File: config.mk
export PLATFORM = sky130hd
export DESIGN_NAME = cdb_broadcaster
export DESIGN_NICKNAME = d
export VERILOG_FILES = /design/src/rtl/sys_defs_pkg.sv /design/src/rtl/cdb_src_fifo.sv /design/src/rtl/cdb_broadcaster.sv
export SDC_FILE = /design/constraint.sdc
export NUM_CORES = 1
export LEC_CHECK = 0
export CAP_MARGIN = 10
export CELL_PAD_IN_SITES_DETAIL_PLACEMENT = 0
export CELL_PAD_IN_SITES_GLOBAL_PLACEMENT = 2
export CORE_MARGIN = 2
export CORE_UTILIZATION = 45
export CTS_BUF_LIST = sky130_fd_sc_hd__clkbuf_4
export DETAILED_ROUTE_END_ITERATION = 8
export HOLD_SLACK_MARGIN = 0.12
export PLACE_DENSITY_LB_ADDON = 0.25
export SLEW_MARGIN = 5
export SYNTH_ARGS = -nofsm -noshare
export SYNTH_HDL_FRONTEND = slang
export SYNTH_HIERARCHICAL = 1
export SYNTH_SLANG_ARGS = --single-unit
export TNS_END_PERCENT = 5
File: constraint.sdc
create_clock -name clk -period 4.9 [get_ports clk]
set_input_delay 0.98 -clock clk [delete_from_list [all_inputs] [get_ports clk]]
set_output_delay 0.98 -clock clk [all_outputs]
set_load 0.01 [all_outputs]
File: src/rtl/sys_defs_pkg.sv
// Shared core definitions: ROB tag width, the CDB broadcast record and the
// functional-unit completion record used by the completion path.
`ifndef ROB_TAG_LEN
`define ROB_TAG_LEN 4
`endif

package sys_defs;

  localparam int ROB_TAG_W = `ROB_TAG_LEN + 1;

  typedef struct packed {
    logic                 valid;
    logic [ROB_TAG_W-1:0] rob_tag;
    logic [31:0]          value;
  } CDB_DATA;

  typedef struct packed {
    logic [ROB_TAG_W-1:0] rob_tag;
    logic [31:0]          value;
  } FU_COMPLETION;

endpackage

File: src/rtl/cdb_src_fifo.sv
// Per-source completion FIFO: BUF_DEPTH entries (power of two), occupancy
// counter separates full from empty, flush empties it synchronously.
module cdb_src_fifo
  import sys_defs::*;
#(
  parameter int BUF_DEPTH = 2
) (
  input  logic         clk,
  input  logic         reset,
  input  logic         flush,
  input  logic         push,
  input  logic         pop,
  input  FU_COMPLETION din,
  output FU_COMPLETION dout,
  output logic         full,
  output logic         empty
);

  localparam int PTR_W = $clog2(BUF_DEPTH);
  localparam int CNT_W = PTR_W + 1;

  FU_COMPLETION     mem_r [BUF_DEPTH];
  logic [PTR_W-1:0] wr_ptr_r;
  logic [PTR_W-1:0] rd_ptr_r;
  logic [CNT_W-1:0] count_r;

  // Storage, pointers and occupancy; pointers wrap naturally at BUF_DEPTH.
  always_ff @(posedge clk or negedge reset) begin
    if (!reset) begin
      wr_ptr_r <= PTR_W'(0);
      rd_ptr_r <= PTR_W'(0);
      count_r  <= CNT_W'(0);
      for (int i = 0; i < BUF_DEPTH; i++) begin
        mem_r[i] <= '0;
      end
    end else if (flush) begin
      wr_ptr_r <= PTR_W'(0);
      rd_ptr_r <= PTR_W'(0);
      count_r  <= CNT_W'(0);
    end else begin
      if (push) begin
        mem_r[wr_ptr_r] <= din;
        wr_ptr_r        <= wr_ptr_r + PTR_W'(1);
      end
      if (pop) begin
        rd_ptr_r <= rd_ptr_r + PTR_W'(1);
      end
      case ({push, pop})
        2'b10:   count_r <= count_r + CNT_W'(1);
        2'b01:   count_r <= count_r - CNT_W'(1);
        default: count_r <= count_r;
      endcase
    end
  end

  assign dout  = mem_r[rd_ptr_r];
  assign full  = (count_r == CNT_W'(BUF_DEPTH));
  assign empty = (count_r == CNT_W'(0));

endmodule

File: src/rtl/cdb_broadcaster.sv
// Common data bus broadcaster: buffers FU completions per source and broadcasts
// one per cycle, round-robin. Define CDB_BYPASS_EN for zero-latency bypass.
module cdb_broadcaster
  import sys_defs::*;
#(
  parameter int NUM_SRC   = 4,
  parameter int BUF_DEPTH = 2
) (
  input  logic                               clk,
  input  logic                               reset,
  input  logic                               flush,
  input  logic [NUM_SRC-1:0]                 fu_valid,
  input  logic [NUM_SRC-1:0][ROB_TAG_W-1:0]  fu_rob_tag,
  input  logic [NUM_SRC-1:0][31:0]           fu_value,
  output logic [NUM_SRC-1:0]                 fu_ready,
  output CDB_DATA                            cdb
);

  localparam int SRC_W = (NUM_SRC > 1) ? $clog2(NUM_SRC) : 1;

  logic [NUM_SRC-1:0] full_s;
  logic [NUM_SRC-1:0] empty_s;
  logic [NUM_SRC-1:0] accept_s;
  logic [NUM_SRC-1:0] req_s;
  logic [NUM_SRC-1:0] push_s;
  logic [NUM_SRC-1:0] pop_s;
  FU_COMPLETION       head_s [NUM_SRC];
  FU_COMPLETION       win_data_s;
  logic               win_valid_s;
  logic [SRC_W-1:0]   win_idx_s;
  logic [SRC_W-1:0]   rr_nxt_s;
  logic [SRC_W-1:0]   rr_ptr_r;
  int                 scan_idx_s;
  CDB_DATA            cdb_r;

  for (genvar g = 0; g < NUM_SRC; g++) begin : g_src
    FU_COMPLETION din_s;
    assign din_s = {fu_rob_tag[g], fu_value[g]};

    cdb_src_fifo #(
      .BUF_DEPTH (BUF_DEPTH)
    ) u_fifo (
      .clk   (clk),
      .reset (reset),
      .flush (flush),
      .push  (push_s[g]),
      .pop   (pop_s[g]),
      .din   (din_s),
      .dout  (head_s[g]),
      .full  (full_s[g]),
      .empty (empty_s[g])
    );

    // Ready depends only on buffer state, never on this cycle's offers.
    assign fu_ready[g] = ~full_s[g];
  end

  assign accept_s = fu_valid & fu_ready & {NUM_SRC{~flush}};

`ifdef CDB_BYPASS_EN
  assign req_s = ~empty_s | accept_s;
`else
  assign req_s = ~empty_s;
`endif

  // Round-robin scan starting at rr_ptr_r; first requester wins.
  always_comb begin
    win_valid_s = 1'b0;
    win_idx_s   = SRC_W'(0);
    scan_idx_s  = 0;
    for (int k = 0; k < NUM_SRC; k++) begin
      scan_idx_s = int'(rr_ptr_r) + k;
      if (scan_idx_s >= NUM_SRC) begin
        scan_idx_s = scan_idx_s - NUM_SRC;
      end else begin
        scan_idx_s = scan_idx_s;
      end
      if (!win_valid_s && req_s[scan_idx_s]) begin
        win_valid_s = 1'b1;
        win_idx_s   = SRC_W'(scan_idx_s);
      end else begin
        win_idx_s   = win_idx_s;
      end
    end
  end

  // Winner data plus per-source push/pop strobes; a bypassed winner skips its buffer.
  always_comb begin
    win_data_s = head_s[win_idx_s];
    push_s     = accept_s;
    pop_s      = {NUM_SRC{1'b0}};
    if (win_valid_s && !flush) begin
`ifdef CDB_BYPASS_EN
      if (empty_s[win_idx_s]) begin
        win_data_s          = {fu_rob_tag[win_idx_s], fu_value[win_idx_s]};
        push_s[win_idx_s]   = 1'b0;
      end else begin
        pop_s[win_idx_s]    = 1'b1;
      end
`else
      pop_s[win_idx_s] = 1'b1;
`endif
    end else begin
      pop_s = {NUM_SRC{1'b0}};
    end
  end

  // Pointer advances to the source after the winner, wrapping at NUM_SRC.
  always_comb begin
    if (int'(win_idx_s) == NUM_SRC - 1) begin
      rr_nxt_s = SRC_W'(0);
    end else begin
      rr_nxt_s = win_idx_s + SRC_W'(1);
    end
  end

  // Broadcast register and arbitration pointer; flush clears valid but keeps payload.
  always_ff @(posedge clk or negedge reset) begin
    if (!reset) begin
      cdb_r    <= '0;
      rr_ptr_r <= SRC_W'(0);
    end else if (flush) begin
      cdb_r.valid <= 1'b0;
      rr_ptr_r    <= SRC_W'(0);
    end else if (win_valid_s) begin
      cdb_r    <= {1'b1, win_data_s};
      rr_ptr_r <= rr_nxt_s;
    end else begin
      cdb_r.valid <= 1'b0;
    end
  end

  assign cdb = cdb_r;

endmodule
==> impl_metrics.yaml <==
worst_setup_path:
  cp_max_fo: 37
  crit_type: "in2reg"
  cpMaxStageDelayCell: "nor3b_1"
  critPathMaxStageDelay_ns: 0.78
  required_ns: 5.55
  path_delay_family: "buffers and inverters"
  start_kind: "input port"
  critPathBufInv: 2
  endpoint_kind: "flop"
  crit_chain: "clkdlybuf4s50_1 -> nor3b_1 -> nor3b_4 -> buf_4 -> mux2_2"
  arrival_ns: 3.79
place:
  portBuffers: 196
  gp_congestion: 0.7714
  dp.cells: 1728
  placed_cell_area_um2: 18890
  dp.final_hpwl_mm: 26.05
cells_and_area:
  n_fill_cell: 3088
  nNetsFinal: 1514
  layout-drive-gt1-share: 0.4426
  stdcell_area_um2: 20070
  final_cells: 1891
  area_growth_pct: 19.54
clocking:
  cts_sinks: 352
  cts_buffers: 96
  cts_tree: "built"
  cts.htree.levels: 3
  cts_setup_buffers: 0
  clockBufferDepth: 3
  clockRootBuffer: "clkbuf_4"
  cts-resized-gates: 0
  clk_latency_ns: 0.77
  cts_hold_buf: 0
  clkTransAtPathRegs_ns: 0.07
die:
  die_width_um: 197.2
  die_area_um2: 38870
  design.core.area_um2: 36700
  start_util: 0.4576
  die_h_um: 197.2
  io_pins: 197
  row_count: 70
synth:
  synth_area_um2: 16790
  synth_warnings: 6
  synth_area_per_cell_um2: 15.13
  syn_inst: 1110
  synth_cell_types: 35
  ys_ff_latch: 352
  synth-edff-count: 0
  seq_area_frac_synth: 0.5246
  synth-main-ff-cell: "dfrtp_1"
  syn-num-nets: 1266
  synthArstFlopShare: 1.000
status:
  outcome: "complete, no violations"
sta:
  rsz0062_at_grt: "false"
  tightest_slew_ns: 1.046
  maxSlewViolCount: 0
  fin_skew_ns: 0.03748
  fmax_mhz: 317.8
  period_minus_slack_ns: 3.147
  fin_setup_tns_ns: 0
  finalSetupViolCount: 0
  fin_crit_sh: 0.6422
  hold_viol: 0
  slew_headroom: 0.3026
route:
  wirelength_mm: 39.83
  antenna_left: 0
  avgRoutedWirePerCell_um: 21.06
  drtPass1Iterations: 4
  dr.first_iter.drc_count: 496
  via_count: 9875
  drc_errors: 0
  avgViaCountPerCell: 5.222
power:
  power_density_nw_per_um2: 622.3
  leakage_uw: 0.008787
  ir_drop_mv: 0.4981
global_route:
  overflow: 0
  grt_max_degree: 108
  grt_antenna_before_repair: 2
  grt_pass1_wl_mm: 61.92
  grt_usage: 0.2107
  grt_pass1_vias: 10370
flow_run:
  drv_cap: 0
min_path:
  hold_path_class: "in2async"
## cell usage after synthesis (all sizes together), types with 2 or more instances
cell type	count	area, um2
o21ai	5	25.02
nand2	38	142.6
xnor2	12	105.1
nand2b	3	18.77
nor2b	4	25.02
nor3	5	25.02
clkbuf	5	18.77
and3b	4	40.04
inv	8	30.03
o221ai	38	332.8
mux2	444	5450
nor2	20	75.07
dfrtp	352	8808
nor3b	16	140.1
xor2	4	35.03
nand3b	4	30.03
and2	2	12.51
buf	63	664.4
mux2i	74	740.7
## metal layers
| metal | routed length (um) | GRT usage | part of all wire |
|---|---|---|---|
| met1 | 19790 | 0.3148 | 0.50 |
| met2 | 17560 | 0.3062 | 0.44 |
| met3 | 1789 | 0.04610 | 0.045 |
| met4 | 687 | 0.06294 | 0.017 |
| met5 | 0 | 0 | 0 |
## area by class of cell
cell class,count,area (um2),area share
flip-flops and latches,352,8810,0.4389
multi-input cells,682,7305,0.3639
repair buffers,218,2157,0.1075
clock buffers,139,1044,0.05199
well taps,468,585.6,0.02917
clock inverters,20,131.4,0.006545
inverters,8,30.03,0.001496
diodes,4,10.01,0.0004987
## stage by stage
step	utilization	hold WS (ns)	setup WS, ns	total power [uW]
finish	0.5469	0.2399	1.753	12490
floorplan	-	0.4736	2.433	8386
global route	0.5469	0.2211	1.616	13340
CTS	0.5467	0.2101	1.868	12650
global placement	0.5147	0.4703	1.055	9844
detailed placement	0.5147	0.4725	1.024	9981
## final timing paths
path	slack [ns]	to	startpoint	depth (start not counted)
setup / recovery	1.75	g_src[2].u_fifo/mem_r[37]	flush	5
hold / removal	0.24	g_src[1].u_fifo/mem_r[60]	reset	1
setup reg to reg	1.96	g_src[2].u_fifo/count_r[1]	g_src[2].u_fifo/count_r[0]	11
hold reg to reg	0.48	cdb[18]	cdb[18]	2
max in group asynchronous	3.39	g_src[2].u_fifo/mem_r[33]	reset	2
min in group clk	0.48	cdb[18]	cdb[18]	2
## cell usage in the layout, fill, tap and decap left out, types with 2 or more instances in the layout
cell type / count
clkdlybuf4s50_1: 195
nor2b_1: 4
clkbuf_4: 139
o21ai_0: 5
buf_12: 2
mux2i_1: 74
nand2_1: 38
inv_2: 6
inv_1: 5
buf_4: 20
nor2_1: 20
dfrtp_1: 351
and2_1: 2
nand2b_2: 2
nor3b_4: 4
diode_2: 4
and3b_2: 4
nor3b_1: 12
mux2_2: 324
nand3b_1: 4
nor3_1: 5
bufinv_16: 2
mux2_4: 120
xnor2_1: 12
clkinv_1: 14
o221ai_1: 38
xor2_1: 4
## worst reg2reg max path, stage by stage, from the launching register on
cell and delay, ns:
dfrtp_1 0.42, nor2_1 0.34, nand2b_1 0.16, nand3_1 0.09, a22oi_2 0.17, buf_4 0.62, inv_2 0.11, ha_1 0.21
and2_1 0.19, nor3b_1 0.17, o21ai_0 0.18, nor3b_1 0.19
## logic make-up (layout without fill, tap and decap cells)
logic type,after synthesis,in the layout,synth area share
buffers and inverters,76,385,0.04247
DFF,352,352,0.5246
AOI/OAI and AO/OA,47,47,0.02340
adders and majority gates,1,1,0.0007450
other,0,4,0
xor gates and xnor gates,16,16,0.008345
muxes,518,518,0.3687
and+or+nand+nor,100,100,0.03174
## sequential cells by signal, summed over array words and instances, names as in the netlist
name / cells
cdb: 38
g_src.u_fifo/rd_ptr_r: 4
g_src.u_fifo/mem_r: 296
g_src.u_fifo/wr_ptr_r: 4
g_src.u_fifo/count_r: 8
rr_ptr_r: 2
## where the power goes
| part | total, uW | switching, uW | internal (uW) |
|---|---|---|---|
| Sequential | 4930 | 745 | 4180 |
| Clock | 2580 | 1190 | 1390 |
| Combinational | 4980 | 2180 | 2800 |
| Total | 12500 | 4120 | 8380 |
(Power assumes the default switching activity.)
